<file path="config.mk">
export PLATFORM = sky130hd
export DESIGN_NAME = alu_issue_ctrl
export DESIGN_NICKNAME = d
export VERILOG_FILES = /design/src/rtl/alu_issue_ctrl.sv
export SDC_FILE = /design/constraint.sdc
export NUM_CORES = 1
export LEC_CHECK = 0
export CAP_MARGIN = 25
export CORE_MARGIN = 2
export CORE_UTILIZATION = 41
export DETAILED_ROUTE_END_ITERATION = 12
export PLACE_DENSITY = 0.9
export SLEW_MARGIN = 0
export SYNTH_ARGS = -nofsm -noshare
export SYNTH_HDL_FRONTEND = slang
export SYNTH_SLANG_ARGS = --single-unit
export TNS_END_PERCENT = 5
</file>
<file path="constraint.sdc">
create_clock -name clk -period 2.68 [get_ports clk]
set_clock_uncertainty 0.15 [all_clocks]
set_input_delay 0.402 -clock clk [delete_from_list [all_inputs] [get_ports clk]]
set_output_delay 0.402 -clock clk [all_outputs]
set_load 0.005 [all_outputs]
</file>
<file path="src/rtl/alu_issue_ctrl.sv">
// alu_issue_ctrl: issue/capture stage in front of the 32-bit ripple-carry ALU.
// It accepts one command, holds the operands on the ALU inputs for
// SETTLE_CYCLES clocks, captures the result and flags into registers, and
// returns them over a valid/ready response handshake.
// Optional feature macro: ALU_ISSUE_STATS_EN adds the stat_ops/stat_ovf counters.
module alu_issue_ctrl #(
    parameter int SETTLE_CYCLES = 8,
    parameter int CNT_W         = 8
) (
    input  logic        clk,
    input  logic        rst_n,
    input  logic        cmd_valid,
    output logic        cmd_ready,
    input  logic [2:0]  cmd_op,
    input  logic [31:0] cmd_a,
    input  logic [31:0] cmd_b,
    output logic [31:0] alu_a,
    output logic [31:0] alu_b,
    output logic [2:0]  alu_oper,
    input  logic [31:0] alu_result,
    input  logic        alu_zero,
    input  logic        alu_cout,
    input  logic        alu_over,
    output logic        rsp_valid,
    input  logic        rsp_ready,
    output logic [31:0] rsp_result,
    output logic        rsp_zero,
    output logic        rsp_cout,
    output logic        rsp_over,
    output logic        rsp_err
`ifdef ALU_ISSUE_STATS_EN
    ,
    output logic [31:0] stat_ops,
    output logic [15:0] stat_ovf
`endif
);

    typedef enum logic [1:0] {
        IDLE = 2'd0,
        EXEC = 2'd1,
        RESP = 2'd2
    } state_t;

    localparam logic [2:0]       OP_ADD   = 3'b010;
    localparam logic [2:0]       OP_SUB   = 3'b110;
    localparam logic [CNT_W-1:0] CNT_LOAD = CNT_W'(SETTLE_CYCLES - 1);

    state_t            state_q, state_d;
    logic [CNT_W-1:0]  cnt_q, cnt_d;
    logic [31:0]       alu_a_q, alu_a_d;
    logic [31:0]       alu_b_q, alu_b_d;
    logic [2:0]        alu_oper_q, alu_oper_d;
    logic              rsp_valid_q, rsp_valid_d;
    logic [31:0]       rsp_result_q, rsp_result_d;
    logic              rsp_zero_q, rsp_zero_d;
    logic              rsp_cout_q, rsp_cout_d;
    logic              rsp_over_q, rsp_over_d;
    logic              rsp_err_q, rsp_err_d;
    logic              op_illegal;
    logic              rsp_fire;

    // Opcodes 011 and 101 have no ALU function and are answered with an error.
    assign op_illegal = (cmd_op == 3'b011) || (cmd_op == 3'b101);
    assign rsp_fire   = rsp_valid_q && rsp_ready;
    assign cmd_ready  = (state_q == IDLE);

    // Next-state and datapath-load decisions for the issue FSM.
    always_comb begin
        state_d      = state_q;
        cnt_d        = cnt_q;
        alu_a_d      = alu_a_q;
        alu_b_d      = alu_b_q;
        alu_oper_d   = alu_oper_q;
        rsp_valid_d  = rsp_valid_q;
        rsp_result_d = rsp_result_q;
        rsp_zero_d   = rsp_zero_q;
        rsp_cout_d   = rsp_cout_q;
        rsp_over_d   = rsp_over_q;
        rsp_err_d    = rsp_err_q;
        case (state_q)
            IDLE: begin
                if (cmd_valid) begin
                    alu_a_d    = cmd_a;
                    alu_b_d    = cmd_b;
                    alu_oper_d = cmd_op;
                    if (op_illegal) begin
                        // Skip the settle wait; answer immediately with an error.
                        rsp_result_d = '0;
                        rsp_zero_d   = 1'b0;
                        rsp_cout_d   = 1'b0;
                        rsp_over_d   = 1'b0;
                        rsp_err_d    = 1'b1;
                        rsp_valid_d  = 1'b1;
                        state_d      = RESP;
                    end else begin
                        cnt_d   = CNT_LOAD;
                        state_d = EXEC;
                    end
                end
            end
            EXEC: begin
                if (cnt_q == '0) begin
                    // Operands have been stable long enough for the ripple to settle.
                    rsp_result_d = alu_result;
                    rsp_zero_d   = alu_zero;
                    rsp_cout_d   = alu_cout;
                    rsp_over_d   = alu_over;
                    rsp_err_d    = 1'b0;
                    rsp_valid_d  = 1'b1;
                    state_d      = RESP;
                end else begin
                    cnt_d = cnt_q - 1'b1;
                end
            end
            RESP: begin
                if (rsp_fire) begin
                    rsp_valid_d = 1'b0;
                    state_d     = IDLE;
                end
            end
            default: begin
                state_d = IDLE;
            end
        endcase
    end

    // State, operand and response registers; everything clears on reset.
    always_ff @(posedge clk or negedge rst_n) begin
        if (!rst_n) begin
            state_q      <= IDLE;
            cnt_q        <= '0;
            alu_a_q      <= '0;
            alu_b_q      <= '0;
            alu_oper_q   <= '0;
            rsp_valid_q  <= 1'b0;
            rsp_result_q <= '0;
            rsp_zero_q   <= 1'b0;
            rsp_cout_q   <= 1'b0;
            rsp_over_q   <= 1'b0;
            rsp_err_q    <= 1'b0;
        end else begin
            state_q      <= state_d;
            cnt_q        <= cnt_d;
            alu_a_q      <= alu_a_d;
            alu_b_q      <= alu_b_d;
            alu_oper_q   <= alu_oper_d;
            rsp_valid_q  <= rsp_valid_d;
            rsp_result_q <= rsp_result_d;
            rsp_zero_q   <= rsp_zero_d;
            rsp_cout_q   <= rsp_cout_d;
            rsp_over_q   <= rsp_over_d;
            rsp_err_q    <= rsp_err_d;
        end
    end

    assign alu_a      = alu_a_q;
    assign alu_b      = alu_b_q;
    assign alu_oper   = alu_oper_q;
    assign rsp_valid  = rsp_valid_q;
    assign rsp_result = rsp_result_q;
    assign rsp_zero   = rsp_zero_q;
    assign rsp_cout   = rsp_cout_q;
    assign rsp_over   = rsp_over_q;
    assign rsp_err    = rsp_err_q;

`ifdef ALU_ISSUE_STATS_EN
    logic [31:0] stat_ops_q;
    logic [15:0] stat_ovf_q;
    logic        ovf_event;

    // alu_oper_q still holds the opcode of the response being handed over.
    assign ovf_event = rsp_fire && !rsp_err_q && rsp_over_q &&
                       ((alu_oper_q == OP_ADD) || (alu_oper_q == OP_SUB));

    // Count completed responses (wrapping) and signed-overflow results (saturating).
    always_ff @(posedge clk or negedge rst_n) begin
        if (!rst_n) begin
            stat_ops_q <= '0;
            stat_ovf_q <= '0;
        end else begin
            if (rsp_fire) begin
                stat_ops_q <= stat_ops_q + 32'd1;
            end
            if (ovf_event && (stat_ovf_q != 16'hFFFF)) begin
                stat_ovf_q <= stat_ovf_q + 16'd1;
            end
        end
    end

    assign stat_ops = stat_ops_q;
    assign stat_ovf = stat_ovf_q;
`endif

endmodule
</file>
* Word-level counts from Yosys, hierarchy flattened *
Index checks and enable logic that the tools add are counted.

cells by class
  $add $sub $neg = 1
  equal/unequal tests = 10
  multiplexer cells = 28
  reductions and logical operators = 11

operators with widths
  kind                                                  number
  2-to-1 mux 32 bit                                     3
  one-hot mux 32 bit (2 select lines)                   1
  2-to-1 mux 8 bit                                      3
  one-hot mux 8 bit (2 select lines)                    1
  2-to-1 mux 1 bit                                      10
  != test 2 bit (second input constant)                 5
  logical NOT 8 bit                                     1
  2-to-1 mux 2 bit                                      4
  one-hot mux 1 bit (2 select lines)                    4
  AND reduction 4 bit                                   2
  subtractor 8 x 1 -> 8 bit (second input constant)     1
  one-hot mux 2 bit (3 select lines)                    1
  AND reduction 5 bit                                   1
  equality test 3 x 2 -> 1 bit (second input constant)  1
  equality test 3 bit (second input constant)           1
  one-hot mux 1 bit (3 select lines)                    1
  AND reduction 3 bit                                   1
  nonzero test 3 bit                                    1
  equality test 2 x 1 -> 1 bit (second input constant)  1
  equality test 2 bit (second input constant)           1
  logical NOT 2 bit                                     1
  != test 2 x 1 -> 1 bit (second input constant)        1
  AND reduction 2 bit                                   1
  nonzero test 2 bit                                    1
  2 further kinds                                       2

word-level totals
  flip-flop bits (word level) = 114
  output and inout port bits = 105

* Depth between registers and ports, before layout *
Gate-level depths: netlist (run 1).

  word-level depth = 5
  gate-level depth with buffers = 8
  depth with buffers taken out = 6

* Least setup slack after synthesis (run 1) *
OpenSTA, ideal clock, no wires.

  path type = register to register
  from = register cnt_q[0]
  to = register rsp_result_q[23], in the netlist rsp_result[23]
  setup time = 0.064 ns
  arrival = 2.013 ns
  slack = 0.454 ns
  stages on the path, launching flop included = 9
  clock period less this slack = 2.226 ns
  cell sequence = dfrtp_1 > inv_1 > ha_1 > or4b_1 > buf_2 > or2_4 > nor3_4 > buf_6 > a22o_2

between the ends
  cells in the longest elaborated chain, start to end = 3

RTL lines
  item                                  RTL line  text
  start: declaration                    49        logic [CNT_W-1:0] cnt_q, cnt_d;
  start signal: assignment              143       cnt_q <= cnt_d;
  logical NOT 8 bit                     102       if (cnt_q == '0) begin
  != test 2 bit (no source line)        -
  AND reduction 4 bit (no source line)  -
  end signal: assignment                148       rsp_result_q <= rsp_result_d;
  end: declaration                      54        logic [31:0] rsp_result_q, rsp_result_d;

No other way between the ends.
A chain may end at the register's enable or synchronous reset.

* Final worst setup path (run 1) *
  from = register cnt_q[0]
  to = register rsp_result_q[6], in the netlist rsp_result[6]

The elaborated chain is that of the path after synthesis.

==> results of run 1 <==
-- through the flow --
step                      setup slack (ps)   util
after floorplan                        454      -
after global placement                 406  0.630
after detailed placement               292  0.630
after CTS                              290  0.688
after global routing                   150  0.688
final                                  287  0.688
-- cells by family (layout without fill, tap and decap cells) --
kind of cell | count (synthesis) | after routing
buffers and inverters | 23 | 257
AND/OR/NAND/NOR | 24 | 24
flip-flops | 114 | 114
adder cells (fa/ha/maj) | 2 | 2
multiplexers | 69 | 69
XOR/XNOR | 4 | 4
AO/OA/AOI/OAI | 59 | 59
-- worst max-delay path, stage by stage, from the launching register on --
cell and delay, ps:
sky130_fd_sc_hd__dfrtp_1 380, sky130_fd_sc_hd__inv_1 100, sky130_fd_sc_hd__ha_1 150, sky130_fd_sc_hd__or4b_1 550, sky130_fd_sc_hd__nor3_1 320, sky130_fd_sc_hd__o21ai_2 100, sky130_fd_sc_hd__buf_4 250, sky130_fd_sc_hd__a22o_2 250
-- worst paths after layout --
path | from | end | slack [ps] | cells past startpoint
hold / removal | rst_n | alu_b[10] | 290 | 2
hold reg to reg | rsp_result[29] | rsp_result[29] | 350 | 1
setup / recovery | cnt_q[0] | rsp_result[6] | 290 | 7
max in group asynchronous | rst_n | alu_b[7] | 1430 | 3
setup reg to reg | cnt_q[0] | rsp_result[6] | 290 | 7
min in group clk | rsp_result[29] | rsp_result[29] | 350 | 1
-- state kept, by name, indices dropped and copies added, names as in the netlist --
register / flops
rsp_err: 1
rsp_zero: 1
rsp_over: 1
alu_oper: 3
rsp_valid: 1
alu_b: 32
cnt_q: 8
rsp_result: 32
rsp_cout: 1
alu_a: 32
state_q: 2
-- per-layer routing --
layer	GRT usage	vias to the layer above
li1	-	1529
met1	0.231	1693
met2	0.359	156
met3	0.0759	35
met4	0.103	0
met5	0	-
-- area by class of cell --
class                   count  area, sq um  area share
clock inverters            11          160      0.0218
repair buffers            219         2210       0.300
flip-flops and latches    114         2850       0.388
multi-input cells         158         1490       0.203
well taps                 140          175      0.0238
clock buffers              20          445      0.0605
inverters                   7         26.3     0.00357
-- timing repair --
item	CTS	global route
endpoints found under the setup margin	0	0
buffers inserted	0	0
hold buffers	1	0
endpoints found under the hold margin	40	0
-- report_power, final --
part,total (uW),switching [uW],internal [uW]
Sequential,2980,477,2510
Clock,2290,745,1540
Combinational,3170,1020,2150
Total,8440,2240,6200
-- Yosys cell counts, types with 3 or more instances --
| cell | n |
|---|---|
| sky130_fd_sc_hd__dfrtp_1 | 114 |
| sky130_fd_sc_hd__mux2_2 | 67 |
| sky130_fd_sc_hd__a22o_2 | 27 |
| sky130_fd_sc_hd__a22o_1 | 8 |
| sky130_fd_sc_hd__clkbuf_1 | 7 |
| sky130_fd_sc_hd__inv_1 | 7 |
| sky130_fd_sc_hd__buf_2 | 6 |
| sky130_fd_sc_hd__nor2_1 | 5 |
| sky130_fd_sc_hd__a31oi_1 | 4 |
| sky130_fd_sc_hd__o21ai_0 | 4 |
| sky130_fd_sc_hd__a211oi_1 | 3 |
| sky130_fd_sc_hd__buf_6 | 3 |
| sky130_fd_sc_hd__nand2_1 | 3 |
| sky130_fd_sc_hd__nand2b_1 | 3 |
| sky130_fd_sc_hd__xor2_1 | 3 |
==> impl_results.html, run 1 <==
<table>
<tr><th>Metric</th><th>Value</th></tr>
<tr><th colspan="2">Routing</th></tr>
<tr><td>Final routed DRC violation total</td><td>0</td></tr>
<tr><td>Routed WL per cell</td><td>about 18 microns</td></tr>
<tr><td>Routed vias/inst</td><td>5.10</td></tr>
<tr><td>Met1 Routed Length</td><td>4.42 mm</td></tr>
<tr><td>DRT iter0 DRCs</td><td>approximately 190</td></tr>
<tr><td>Met2 wire length</td><td>around 6.1 mm</td></tr>
<tr><td>Wire length after detailed routing</td><td>between 10 and 15 mm</td></tr>
<tr><td>Total met3 wirelength after detailed routing</td><td>slightly below 900 microns</td></tr>
<tr><td>Drt pass-1 iters</td><td>5</td></tr>
<tr><td>Highest routed layer</td><td>met4</td></tr>
<tr><td>Number of nets with antenna violations after routing</td><td>0</td></tr>
<tr><td>Total number of vias</td><td>3413</td></tr>
<tr><th colspan="2">Synth</th></tr>
<tr><td>Syn avg cell area</td><td>~15 sq um</td></tr>
<tr><td>Proportion of synthesized chip area in sequential cells</td><td>0.641</td></tr>
<tr><td>Most area-consuming cells after synthesis</td><td>sky130_fd_sc_hd__dfrtp_1 64%, sky130_fd_sc_hd__mux2_2 17%, sky130_fd_sc_hd__a22o_2 6.1%</td></tr>
<tr><td>Fraction of synthesis flops using an asynchronous set or reset pin</td><td>1.00</td></tr>
<tr><td>EDFF count, synth</td><td>0</td></tr>
<tr><td>Post-synthesis share of cell area spent on xor and xnor gates</td><td>0.00787</td></tr>
<tr><td>Largest family of logic cells by synthesized area</td><td>multiplexers</td></tr>
<tr><td>Yosys top cell area share</td><td>0.641</td></tr>
<tr><td>Cell taking the most area after synthesis</td><td>sky130_fd_sc_hd__dfrtp_1</td></tr>
<tr><td>FF+latch count, synth</td><td>114</td></tr>
<tr><td>Syn Nets</td><td>roughly 400</td></tr>
<tr><td>Simple-gate share of the synthesized area</td><td>0.0326</td></tr>
<tr><td>Number of standard cells after synthesis</td><td>slightly below 300</td></tr>
<tr><td>Synth warn</td><td>0</td></tr>
<tr><td>Area share of fa/ha/maj cells after synthesis</td><td>0.00562</td></tr>
<tr><td>Top FF cell, synth</td><td>sky130_fd_sc_hd__dfrtp_1</td></tr>
<tr><td>Multiplexer share of the synthesized area</td><td>0.174</td></tr>
<tr><td>Compound-Gate Fraction of Synth Area</td><td>0.113</td></tr>
<tr><td>Number of distinct library cells after synthesis</td><td>37</td></tr>
<tr><td>Synthesized area</td><td>0.00445 sq mm</td></tr>
<tr><th colspan="2">Global route</th></tr>
<tr><td>Pin count of the biggest net entering global routing</td><td>between 70 and 80</td></tr>
<tr><td>Remaining global-route overflow</td><td>0</td></tr>
<tr><td>Number of global-route vias before repair</td><td>~3800</td></tr>
<tr><td>Initial antenna violation count</td><td>0</td></tr>
<tr><td>Global-route total usage across every layer</td><td>0.210</td></tr>
<tr><td>First-pass GRT wire length</td><td>approximately 19 mm</td></tr>
<tr><th colspan="2">Die</th></tr>
<tr><td>Initial Util</td><td>0.416</td></tr>
<tr><td>Vertical die dimension</td><td>108 microns</td></tr>
<tr><td>Die Wd</td><td>roughly 110 microns</td></tr>
<tr><td>Die Footprint</td><td>approximately 0.012 sq mm</td></tr>
<tr><td>Num rows</td><td>38</td></tr>
<tr><td># IOs</td><td>211</td></tr>
<tr><td>Standard cell core area</td><td>roughly 0.011 sq mm</td></tr>
<tr><th colspan="2">Clock network</th></tr>
<tr><td>Buffer levels on the longest clock path</td><td>2</td></tr>
<tr><td>PostCTS Resize Cnt</td><td>0</td></tr>
<tr><td>CTS tree</td><td>built</td></tr>
<tr><td># H-tree levels</td><td>4</td></tr>
<tr><td>Clock input transition at the sequential cells of the worst setup and hold paths</td><td>50 ps</td></tr>
<tr><td>Total number of clock tree sinks</td><td>around 110</td></tr>
<tr><td>Worst-skew pair later-pin latency</td><td>500 ps</td></tr>
<tr><td>Total clock buffers created by CTS</td><td>17</td></tr>
<tr><td>Clock tree root driver cell</td><td>sky130_fd_sc_hd__clkbuf_8</td></tr>
<tr><th colspan="2">Final layout</th></tr>
<tr><td>Highest-count cells in the layout ignoring fill and taps</td><td>209 x sky130_fd_sc_hd__clkdlybuf4s50_1, 114 x sky130_fd_sc_hd__dfrtp_1, 67 x sky130_fd_sc_hd__mux2_2, 27 x sky130_fd_sc_hd__a22o_2, 16 x sky130_fd_sc_hd__clkbuf_16</td></tr>
<tr><td>Most common cell after layout, fill and taps aside</td><td>sky130_fd_sc_hd__clkdlybuf4s50_1</td></tr>
<tr><td>Ratio of cells with drive above 1 in the final layout</td><td>0.259</td></tr>
<tr><td>Post-Layout Inst Area</td><td>around 0.0074 sq mm</td></tr>
<tr><td>Count of non-filler cells in the finished layout</td><td>approximately 670</td></tr>
<tr><td>Synth-to-Final Area Change</td><td>65.3%</td></tr>
<tr><td>Number of nets in the final layout</td><td>625</td></tr>
<tr><td>Number of filler cells placed in the layout</td><td>approximately 750</td></tr>
<tr><td>Antenna diode count</td><td>0</td></tr>
<tr><th colspan="2">STA</th></tr>
<tr><td>Setup violators final</td><td>0</td></tr>
<tr><td>Max_slew headroom</td><td>0.625</td></tr>
<tr><td>TNS Setup</td><td>0 ps</td></tr>
<tr><td>Unrepaired setup endpoints after global routing</td><td>no</td></tr>
<tr><td>Shortest clock period the worst path allows after layout</td><td>approximately 2400 ps</td></tr>
<tr><td>Final-report max-slew violation count</td><td>0</td></tr>
<tr><td>Number of hold-slack violations in the final timing report</td><td>0</td></tr>
<tr><td>Worst hold slack</td><td>between 200 and 300 ps</td></tr>
<tr><td>Max Fclk</td><td>about 0.42 GHz</td></tr>
<tr><td>Share of the clock period used by the worst path after layout</td><td>0.893</td></tr>
<tr><td>Transition time of the tightest slew-check pin</td><td>approximately 560 ps</td></tr>
<tr><th colspan="2">Placement</th></tr>
<tr><td>IO buf count</td><td>210</td></tr>
<tr><td>Final RePlAce weighted congestion</td><td>~0.93</td></tr>
<tr><td>Placement Cell Area</td><td>0.00674 sq mm</td></tr>
<tr><td>Half-perimeter wire length after placement</td><td>approximately 8.5 mm</td></tr>
<tr><td>Placed cell count</td><td>between 600 and 700</td></tr>
<tr><th colspan="2">Worst setup path</th></tr>
<tr><td>Required time at the endpoint of the critical path</td><td>2920 ps</td></tr>
<tr><td>Largest fanout on the critical path</td><td>35</td></tr>
<tr><td>Critical Path End Type</td><td>register</td></tr>
<tr><td>CP Data Arrival Time</td><td>between 2000 and 3000 ps</td></tr>
<tr><td>Type of the worst setup path</td><td>register to register</td></tr>
<tr><td>Critical Path Start Type</td><td>register</td></tr>
<tr><th colspan="2">Pwr</th></tr>
<tr><td>Post-layout total power</td><td>~8400 uW</td></tr>
<tr><td>Leakage component of the power</td><td>0.00313 uW</td></tr>
<tr><td>Maximum ir drop on the vdd rail</td><td>around 0.72 mV</td></tr>
<tr><td>Power per cell area</td><td>~1100 mW/mm^2</td></tr>
<tr><th colspan="2">Min path</th></tr>
<tr><td>Hold Path Class</td><td>input pin to asynchronous set/reset pin</td></tr>
<tr><th colspan="2">Status</th></tr>
<tr><td>Run status</td><td>finished, final reports clean</td></tr>
<tr><th colspan="2">Flow run</th></tr>
<tr><td>Number of max-cap violations</td><td>0</td></tr>
</table>
Power figures use the tool's default switching activity.
==> inputs of run 2 (changes only) <==
CAP_MARGIN = 15   (was 25)
==> results of run 2 <==
No change in the layout: final DEF, timing and power equal those of run 1.
==> inputs of run 3 (changes only) <==
REMOVE_ABC_BUFFERS = 1   (was not set)
==> run 3 against run 2 <==
Net effect: worst setup slack worse by 65 ps; clock power increased by 2%; sequential power about the same; hold slack worse by 14 ps; via count increased by 0.32%; final cell count is 0.15% lower; core utilization up 0.094 points; first-iteration DRC count is 0.53% lower; largest power group unchanged.
==> impl_results.html, run 3 (synthesized netlist as in run 1, its figures left out) <==
<table>
<tr><th>Metric</th><th>Value</th></tr>
<tr><th colspan="2">Status</th></tr>
<tr><td>Run status</td><td>finished, final reports clean (unchanged)</td></tr>
<tr><th colspan="2">Worst setup path</th></tr>
<tr><td>Required time at the endpoint of the critical path</td><td>2920 ps (about the same)</td></tr>
<tr><td>Critical Path Start Type</td><td>register (unchanged)</td></tr>
<tr><td>Largest fanout on the critical path</td><td>35 (unchanged)</td></tr>
<tr><td>CP Data Arrival Time</td><td>2700 ps (was 2630 ps)</td></tr>
<tr><td>Critical Path End Type</td><td>register (unchanged)</td></tr>
<tr><td>Type of the worst setup path</td><td>register to register (unchanged)</td></tr>
<tr><th colspan="2">Routing</th></tr>
<tr><td>Wire length after detailed routing</td><td>12.3 mm (was 11.8 mm)</td></tr>
<tr><td>DRT iter0 DRCs</td><td>187 (was 188)</td></tr>
<tr><td>Number of nets with antenna violations after routing</td><td>0 (unchanged)</td></tr>
<tr><td>Final routed DRC violation total</td><td>0 (unchanged)</td></tr>
<tr><td>Total number of vias</td><td>3424 (was 3413)</td></tr>
<tr><td>Drt pass-1 iters</td><td>4 (was 5)</td></tr>
<tr><td>Routed WL per cell</td><td>18.4 microns (was 17.6 microns)</td></tr>
<tr><td>Routed vias/inst</td><td>5.13 (was 5.10)</td></tr>
<tr><th colspan="2">Clock network</th></tr>
<tr><td>Total clock buffers created by CTS</td><td>17 (unchanged)</td></tr>
<tr><td>CTS tree</td><td>built (unchanged)</td></tr>
<tr><td>Total number of clock tree sinks</td><td>114 (unchanged)</td></tr>
<tr><td>Buffer levels on the longest clock path</td><td>2 (unchanged)</td></tr>
<tr><td># H-tree levels</td><td>4 (unchanged)</td></tr>
<tr><td>Clock tree root driver cell</td><td>sky130_fd_sc_hd__clkbuf_8 (unchanged)</td></tr>
<tr><td>Clock input transition at the sequential cells of the worst setup and hold paths</td><td>60 ps (was 50 ps)</td></tr>
<tr><td>Buffer count from post-CTS setup fixing</td><td>0 (unchanged)</td></tr>
<tr><td>Worst-skew pair later-pin latency</td><td>510 ps (was 500 ps)</td></tr>
<tr><th colspan="2">Die</th></tr>
<tr><td>Num rows</td><td>38 (unchanged)</td></tr>
<tr><td># IOs</td><td>211 (unchanged)</td></tr>
<tr><td>Standard cell core area</td><td>0.0107 sq mm (unchanged)</td></tr>
<tr><td>Initial Util</td><td>0.416 (unchanged)</td></tr>
<tr><td>Die Footprint</td><td>0.0117 sq mm (unchanged)</td></tr>
<tr><td>Vertical die dimension</td><td>108 microns (unchanged)</td></tr>
<tr><td>Die Wd</td><td>108 microns (unchanged)</td></tr>
<tr><th colspan="2">Final layout</th></tr>
<tr><td>Ratio of cells with drive above 1 in the final layout</td><td>0.256 (was 0.259)</td></tr>
<tr><td>Area of combinational cells with multiple inputs</td><td>0.00149 sq mm (unchanged)</td></tr>
<tr><td>Synth-to-Final Area Change</td><td>65.5% (was 65.3%)</td></tr>
<tr><td>Number of nets in the final layout</td><td>623 (was 625)</td></tr>
<tr><td>Count of non-filler cells in the finished layout</td><td>668 (was 669)</td></tr>
<tr><td>Antenna diode count</td><td>0 (unchanged)</td></tr>
<tr><td>Sequential cell area</td><td>0.00285 sq mm (unchanged)</td></tr>
<tr><td>Most common cell after layout, fill and taps aside</td><td>sky130_fd_sc_hd__clkdlybuf4s50_1 (unchanged)</td></tr>
<tr><td>Number of filler cells placed in the layout</td><td>748 (unchanged)</td></tr>
<tr><td>Highest-count cells in the layout ignoring fill and taps</td><td>209 x sky130_fd_sc_hd__clkdlybuf4s50_1, 114 x sky130_fd_sc_hd__dfrtp_1, 67 x sky130_fd_sc_hd__mux2_2, 27 x sky130_fd_sc_hd__a22o_2, 16 x sky130_fd_sc_hd__clkbuf_16 (unchanged)</td></tr>
<tr><td>Post-layout utilization of the core</td><td>0.689 (was 0.688)</td></tr>
<tr><th colspan="2">Pwr</th></tr>
<tr><td>Total internal power</td><td>6250 uW (was 6200 uW)</td></tr>
<tr><td>Post-layout total power</td><td>8540 uW (was 8440 uW)</td></tr>
<tr><td>Leakage component of the power</td><td>0.00313 uW (about the same)</td></tr>
<tr><td>Switching share of power</td><td>0.268 (was 0.266)</td></tr>
<tr><td>Maximum ir drop on the vdd rail</td><td>0.683 mV (was 0.716 mV)</td></tr>
<tr><td>Psw</td><td>2290 uW (was 2240 uW)</td></tr>
<tr><td>Clk network pwr share</td><td>0.274 (was 0.271)</td></tr>
<tr><td>Power per cell area</td><td>1160 mW/mm^2 (was 1150 mW/mm^2)</td></tr>
<tr><td>Share of total power in combinational logic</td><td>0.376 (was 0.375)</td></tr>
<tr><td>Reg power frac</td><td>0.350 (was 0.354)</td></tr>
<tr><th colspan="2">Flow run</th></tr>
<tr><td>Number of max-cap violations</td><td>0 (unchanged)</td></tr>
<tr><th colspan="2">STA</th></tr>
<tr><td>Max_slew headroom</td><td>0.599 (was 0.625)</td></tr>
<tr><td>Shortest clock period the worst path allows after layout</td><td>2460 ps (was 2390 ps)</td></tr>
<tr><td>Share of the clock period used by the worst path after layout</td><td>0.917 (was 0.893)</td></tr>
<tr><td>Number of hold-slack violations in the final timing report</td><td>0 (unchanged)</td></tr>
<tr><td>Unrepaired setup endpoints after global routing</td><td>no (unchanged)</td></tr>
<tr><td>Setup violators final</td><td>0 (unchanged)</td></tr>
<tr><td>Transition time of the tightest slew-check pin</td><td>595 ps (was 562 ps)</td></tr>
<tr><td>Final-report max-slew violation count</td><td>0 (unchanged)</td></tr>
<tr><td>Max Fclk</td><td>0.407 GHz (was 0.418 GHz)</td></tr>
<tr><th colspan="2">Placement</th></tr>
<tr><td>Half-perimeter wire length after placement</td><td>8.70 mm (was 8.49 mm)</td></tr>
<tr><td>Final RePlAce weighted congestion</td><td>0.816 (was 0.928)</td></tr>
<tr><td>IO buf count</td><td>210 (unchanged)</td></tr>
<tr><td>Placed cell count</td><td>635 (was 637)</td></tr>
<tr><th colspan="2">Global route</th></tr>
<tr><td>Remaining global-route overflow</td><td>0 (unchanged)</td></tr>
<tr><td>Number of global-route vias before repair</td><td>3614 (was 3772)</td></tr>
<tr><td>Pin count of the biggest net entering global routing</td><td>58 (was 71)</td></tr>
<tr><td>Global-route total usage across every layer</td><td>0.212 (was 0.210)</td></tr>
<tr><td>Initial antenna violation count</td><td>0 (unchanged)</td></tr>
<tr><td>First-pass GRT wire length</td><td>18.7 mm (unchanged)</td></tr>
<tr><th colspan="2">Min path</th></tr>
<tr><td>Hold Path Class</td><td>input pin to asynchronous set/reset pin (unchanged)</td></tr>
</table>
run 3: cell type report:
class	count	share of cell area
flip-flops and latches	114	0.387
clock inverters	10	0.0211
well taps	140	0.0238
multi-input cells	158	0.203
inverters	7	0.00357
clock buffers	22	0.0628
repair buffers	217	0.299
run 3: final timing paths:
kind | startpoint | endpoint | slack [ps] | cells after the start
setup / recovery | cnt_q[0] | rsp_result[11] | 220 | 7
hold / removal | rst_n | rsp_result[1] | 280 | 2
setup reg to reg | cnt_q[0] | rsp_result[11] | 220 | 7
hold reg to reg | rsp_result[15] | rsp_result[15] | 350 | 1
max in group asynchronous | rst_n | alu_b[21] | 1420 | 3
min in group clk | cmd_b[1] | alu_b[1] | 350 | 2
run 3: power by group through the flow:
stage	logic [uW]	registers (uW)	clock network, uW
after global placement	3110	2960	0
final	3210	2990	2340
after floorplan	1220	2990	0
after detailed placement	3220	3000	0
after CTS	3250	3000	2380
after global routing	3430	3090	2460
run 3: routing by layer:
layer  global-route usage  wire (microns)  vias to the layer above
met1                0.238            4660                     1701
met4               0.0842             163                        0
met2                0.358            6230                      183
met5                    0               0                        -
li1                     -               -                     1525
met3               0.0880            1240                       15
run 3: per-stage QoR:
| step | setup WS [ps] | hold slack, ps | TNS [ps] | cell area (sq um) |
|---|---|---|---|---|
| after global routing | 121 | 314 | 0 | 7370 |
| after CTS | 232 | 252 | 0 | 7370 |
| after detailed placement | 253 | 262 | 0 | 6740 |
| after floorplan | -4640 | -43.6 | -280150 | 4360 |
| after global placement | 401 | 258 | 0 | 6740 |
| final | 221 | 280 | 0 | 7370 |
run 3: timing repair:
action | 4_1_cts | 5_1_grt
endpoints found under the hold margin | 39 | 0
hold buffers | 1 | 0
resized for setup | 0 | 0
run 3: worst max-delay path, stage by stage, from the launching register on:
cell	delay (ps)
sky130_fd_sc_hd__dfrtp_1	380
sky130_fd_sc_hd__inv_1	110
sky130_fd_sc_hd__ha_1	150
sky130_fd_sc_hd__or4b_1	550
sky130_fd_sc_hd__nor3_1	360
sky130_fd_sc_hd__o21ai_2	100
sky130_fd_sc_hd__buf_4	260
sky130_fd_sc_hd__a22o_2	280
